$ cat src/rtl/pdm_dac_out.sv
// pdm_dac_out: first-order sigma-delta PDM output stage with a soft
// mute/unmute ramp. Incoming signed samples are attenuated by an arithmetic
// right shift that steps once every RAMP_SAMPLES accepted strobes, so
// turning audio on or off never produces an audible step.
module pdm_dac_out #(
    parameter int unsigned WIDTH        = 16,
    parameter int unsigned SHIFT_MAX    = 8,
    parameter int unsigned RAMP_SAMPLES = 16
) (
    input  logic             clk,
    input  logic             rst_n,
    input  logic             sample_stb,
    input  logic [WIDTH-1:0] din,
    input  logic             enable,
    output logic             pdm_out,
    output logic             active,
    output logic             muted
);

    localparam int unsigned SW = $clog2(SHIFT_MAX + 1);
    localparam int unsigned CW = (RAMP_SAMPLES > 1) ? $clog2(RAMP_SAMPLES) : 1;

    localparam logic [SW-1:0]    SHIFT_FULL = SW'(SHIFT_MAX);
    localparam logic [SW-1:0]    SHIFT_ONE  = SW'(1);
    localparam logic [CW-1:0]    CNT_LAST   = CW'(RAMP_SAMPLES - 1);
    localparam logic [WIDTH-1:0] SIGN_BIT   = {1'b1, {(WIDTH-1){1'b0}}};

    typedef enum logic [1:0] {
        ST_IDLE,
        ST_RAMP_UP,
        ST_RUN,
        ST_RAMP_DOWN
    } state_t;

    state_t           state_q, state_d;
    logic [SW-1:0]    shift_q, shift_d;
    logic [CW-1:0]    cnt_q, cnt_d;
    logic [WIDTH-1:0] sample_q, sample_d;
    logic [WIDTH-1:0] acc_q, acc_d;
    logic             pdm_q, pdm_d;
    logic             active_q, active_d;
    logic             muted_q, muted_d;

    logic [WIDTH-1:0] u;
    logic [WIDTH:0]   sum;

    // Ramp controller: state, attenuation shift and per-step strobe counter.
    // An enable reversal always wins over a step on the same edge.
    // A ramp entered already at its end value (e.g. RUN -> RAMP_DOWN -> RAMP_UP
    // at shift 0) finishes on the next edge instead of stepping past the limit.
    always_comb begin
        state_d = state_q;
        shift_d = shift_q;
        cnt_d   = cnt_q;
        unique case (state_q)
            ST_IDLE: begin
                shift_d = SHIFT_FULL;
                cnt_d   = '0;
                if (enable) begin
                    state_d = ST_RAMP_UP;
                end
            end
            ST_RAMP_UP: begin
                if (!enable) begin
                    state_d = ST_RAMP_DOWN;
                    cnt_d   = '0;
                end else if (shift_q == '0) begin
                    state_d = ST_RUN;
                    cnt_d   = '0;
                end else if (sample_stb) begin
                    if (cnt_q == CNT_LAST) begin
                        cnt_d   = '0;
                        shift_d = shift_q - SHIFT_ONE;
                        if (shift_q == SHIFT_ONE) begin
                            state_d = ST_RUN;
                        end
                    end else begin
                        cnt_d = cnt_q + 1'b1;
                    end
                end
            end
            ST_RUN: begin
                shift_d = '0;
                cnt_d   = '0;
                if (!enable) begin
                    state_d = ST_RAMP_DOWN;
                end
            end
            ST_RAMP_DOWN: begin
                if (enable) begin
                    state_d = ST_RAMP_UP;
                    cnt_d   = '0;
                end else if (shift_q == SHIFT_FULL) begin
                    state_d = ST_IDLE;
                    cnt_d   = '0;
                end else if (sample_stb) begin
                    if (cnt_q == CNT_LAST) begin
                        cnt_d   = '0;
                        shift_d = shift_q + SHIFT_ONE;
                        if (shift_q == SHIFT_FULL - SHIFT_ONE) begin
                            state_d = ST_IDLE;
                        end
                    end else begin
                        cnt_d = cnt_q + 1'b1;
                    end
                end
            end
            default: begin
                state_d = ST_IDLE;
                shift_d = SHIFT_FULL;
                cnt_d   = '0;
            end
        endcase
    end

    // Status flags follow the next state so they change on the triggering edge.
    always_comb begin
        active_d = (state_d == ST_RUN);
        muted_d  = (state_d == ST_IDLE);
    end

    // Sample register: attenuated sample on strobe (using the pre-edge shift),
    // forced to zero while idle.
    always_comb begin
        sample_d = sample_q;
        if (state_q == ST_IDLE) begin
            sample_d = '0;
        end else if (sample_stb) begin
            sample_d = $signed(din) >>> shift_q;
        end
    end

    // First-order modulator: offset-binary sample into a wrapping accumulator,
    // the carry out is the PDM bit.
    always_comb begin
        u     = sample_q ^ SIGN_BIT;
        sum   = {1'b0, acc_q} + {1'b0, u};
        acc_d = sum[WIDTH-1:0];
        pdm_d = sum[WIDTH];
    end

    // State and datapath registers with asynchronous active-low reset.
    always_ff @(posedge clk or negedge rst_n) begin
        if (!rst_n) begin
            state_q  <= ST_IDLE;
            shift_q  <= SHIFT_FULL;
            cnt_q    <= '0;
            sample_q <= '0;
            acc_q    <= '0;
            pdm_q    <= 1'b0;
            active_q <= 1'b0;
            muted_q  <= 1'b1;
        end else begin
            state_q  <= state_d;
            shift_q  <= shift_d;
            cnt_q    <= cnt_d;
            sample_q <= sample_d;
            acc_q    <= acc_d;
            pdm_q    <= pdm_d;
            active_q <= active_d;
            muted_q  <= muted_d;
        end
    end

    assign pdm_out = pdm_q;
    assign active  = active_q;
    assign muted   = muted_q;

endmodule

$ cat config.mk
export PLATFORM = sky130hd
export DESIGN_NAME = pdm_dac_out
export DESIGN_NICKNAME = d
export VERILOG_FILES = /design/src/rtl/pdm_dac_out.sv
export SDC_FILE = /design/constraint.sdc
export NUM_CORES = 1
export LEC_CHECK = 0
export CORE_ASPECT_RATIO = 0.8
export CORE_MARGIN = 4
export CORE_UTILIZATION = 48
export CTS_CLUSTER_DIAMETER = 30
export DETAILED_ROUTE_END_ITERATION = 6
export MAX_ROUTING_LAYER = met4
export PLACE_DENSITY = 0.67
export SETUP_SLACK_MARGIN = 0.05
export SLEW_MARGIN = 30
export SYNTH_ARGS = -nofsm -noshare
export SYNTH_HDL_FRONTEND = slang
export SYNTH_SLANG_ARGS = --single-unit
$ cat constraint.sdc
create_clock -name clk -period 5.4 [get_ports clk]
set_input_delay 0.81 -clock clk [delete_from_list [all_inputs] [get_ports clk]]
set_output_delay 0.81 -clock clk [all_outputs]
set_load 0.005 [all_outputs]
==> flow_summary.yaml <==
run_status:
  status: "complete, no violations"
logic_synthesis:
  synth_top_family_by_area: "compound AO/OA/AOI/OAI gates"
  synth_ff_type: "dfrtp_1"
  netlist_top_cells_area: "dfrtp_1 34%, ha_1 7.9%, mux2i_1 5.4%"
  synth.area.mux_share: 0.101
  ys_ff_latch: 45
  syn_nets: 381
  yosysSeqAreaShare: 0.356
  yosysUniqueCellTypes: 63
  ys.warnings.count: 0
  synth_xor_area_frac: 0.0469
  synth_area_um2: 3170
  synth_common_cells: "43 x dfrtp_1, 38 x nand2_1, 23 x nor2_1"
  yosysMostFrequentCell: "dfrtp_1"
  synth_area_leader_cell: "dfrtp_1"
  synth_top_cell_area_share: 0.339
  synthArstFlopShare: 1.00
  synth_edf_count: 0
  netlist_instances: 340
  synth-compound-area-share: 0.199
  syn_avg_cell_area_um2: 9.34
  synth_adder_area_share: 0.0851
  synth-simple-area-share: 0.172
timing:
  max_freq_mhz: 399
  finClkSkew_ns: 0.00860
  finalSetupViolCount: 0
  finalSetupTns_ns: 0
  fin_crit_ns: 2.51
  fin_crit_sh: 0.464
  tightest_slew_ns: 0.935
  slew_headroom: 0.377
  slew_viol_final: 0
  grt_setup_unrepaired: "no"
  finalHoldViolCount: 0
pwr:
  comb_power_share: 0.590
  p_int_w: 0.00115
  power_density_nw_per_um2: 584
  leakage_nw: 1.50
  irDropWorstVdd_v: 0.000274
  pwr-share-clk: 0.107
  switching_power_w: 0.000903
  swShare: 0.440
  seqPwrFrac: 0.303
drt:
  detail-route-antenna-nets: 0
  drt-pass1-iter-count: 5
  drc: 0
  viasPerCell: 5.97
  wl_per_cell_um: 15.9
  num_vias: 2614
  drtIter0Drc: 201
  wirelength_um: 6970
setup_path:
  cp.required_ns: 5.58
  crit_type: "reg2reg"
  crit_fanout: 25
  max_stage_delay_ns: 0.96
  rr_startpoint: "shift_q[1]"
  endpoint_kind: "register"
  cp.arrival_ns: 2.68
  path_cells: "inv_1 -> ha_1 -> a31oi_1 -> and2_1 -> xnor2_1 -> nor2_1"
  cpMaxStageDelayCell: "dfrtp_1"
  critPathLaunch: "shift_q[1]"
  cp-start-kind: "register"
clock_tree:
  htreeDepth: 2
  cts.sinks: 45
  hold_buffers: 0
  clk_pin_slew_ns: 0.08
  clockRootBuffer: "clkbuf_8"
  clk_latency_ns: 0.30
  clock_path_buffers: 2
  cts_buffers: 5
  post_cts_buffers: 0
  cts_tree: "yes"
  ctsResizeCount: 0
global_routing:
  grt_max_degree: 46
  grt_pass1_vias: 2338
  grtUsageTotal: 0.191
  antenna_found_initial: 0
  gr-total-overflow: 0
  grt_pass1_wl_um: 11900
worst_hold_path:
  hold_class: "reg2reg"
  min_from: "acc_q[0]"
finish:
  layout.cells.non_filler: 438
  nets: 394
  area_growth_pct: 10.6
  diodes: 0
  fill_cells: 604
  drive_gt1_frac: 0.0791
place:
  dp_hpwl_um: 5210
  dp_cells: 430
  routabilityCongestion: 0.808
  io_buffers: 22
floorplanning:
  dieArea_um2: 7990
  boundaryPins: 23
  die-width_um: 98.9
  initial_utilization: 0.495
  die_h_um: 80.7
  rows: 26
  core_area_um2: 6410
flow_run:
  drv_cap: 0
## through the flow
stage / setup slack, ns / util / total power [W] / hold slack (ns) / cell area [um2]
final: 2.89 / 0.548 / 0.00205 / 0.476 / 3510
after global routing: 2.74 / 0.548 / 0.00225 / 0.496 / 3510
after global placement: 2.84 / 0.532 / 0.00178 / 0.455 / 3410
after floorplan: 3.38 / - / 0.00155 / 0.443 / 3170
after detailed placement: 2.81 / 0.533 / 0.00182 / 0.460 / 3410
after CTS: 2.93 / 0.547 / 0.00205 / 0.480 / 3510
## cell type report
class / instances / area (um2) / share of cell area
Clock buffer: 7 / 86.3 / 0.0246
Clock inverter: 1 / 7.51 / 0.00214
Inverter: 12 / 45.0 / 0.0128
Multi-Input combinational cell: 267 / 1920 / 0.547
Sequential cell: 45 / 1130 / 0.321
Tap cell: 84 / 105 / 0.0299
Timing Repair Buffer: 22 / 218 / 0.0620
## logic make-up (layout without fill, tap and decap cells)
group           count (synthesis)  after routing
buf+inv                        28             42
fa+ha+maj                      21             21
xor+xnor                       17             17
flops                          45             45
compound gates                 93             93
mux                            25             25
simple gates                  111            111
## final timing paths
| kind | endpoint | slack, ns | cells past startpoint |
|---|---|---|---|
| min | acc_q[0] | 0.48 | 1 |
| max | shift_q[0] | 2.89 | 6 |
| max reg2reg | shift_q[0] | 2.89 | 6 |
| max in group asynchronous | sample_q[0] | 4.50 | 1 |
| min reg2reg | acc_q[0] | 0.48 | 1 |
| min in group asynchronous | acc_q[3] | 0.50 | 1 |
## cells in the final DEF, fill, tap and decap left out, types with 9 or more instances in the layout
cell type	count
xnor2_1	11
o21ai_0	20
nand3_1	9
mux2i_1	17
inv_1	9
nand2_1	38
nor2_1	22
ha_1	20
clkdlybuf4s50_1	21
dfrtp_1	43
and3_1	9
a21oi_1	21
## sequential cells by signal (all words and copies together), names as in the netlist
register	flops
state_q	2
cnt_q	4
active	1
acc_q	16
pdm_out	1
muted	1
shift_q	4
sample_q	16
## power groups by stage
stage | registers (W) | clock network, W | logic, W
finish | 0.000620 | 0.000220 | 0.00121
global route | 0.000640 | 0.000244 | 0.00136
detailed placement | 0.000624 | 0 | 0.00120
global placement | 0.000624 | 0 | 0.00116
floorplan | 0.000571 | 0 | 0.000983
CTS | 0.000620 | 0.000226 | 0.00121
## layer usage
layer | up-vias | global-route usage | part of all wire | routed length [um]
met5 | - | - | 0 | 0
li1 | 1280 | - | - | -
met4 | 0 | 0.0450 | 0.012 | 87
met1 | 1248 | 0.301 | 0.54 | 3770
met2 | 77 | 0.256 | 0.40 | 2780
met3 | 9 | 0.0258 | 0.048 | 333
## worst max-delay path, delay by kind of cell, from the launching register on
family / cells / cell delay, ns
AO/OA/AOI/OAI: 1 / 0.36
XOR/XNOR: 1 / 0.14
adder cells (fa/ha/maj): 1 / 0.31
buffers and inverters: 1 / 0.27
flip-flops: 1 / 0.96
AND/OR/NAND/NOR: 2 / 0.34
Note: power is estimated with default switching activity, not from simulation.
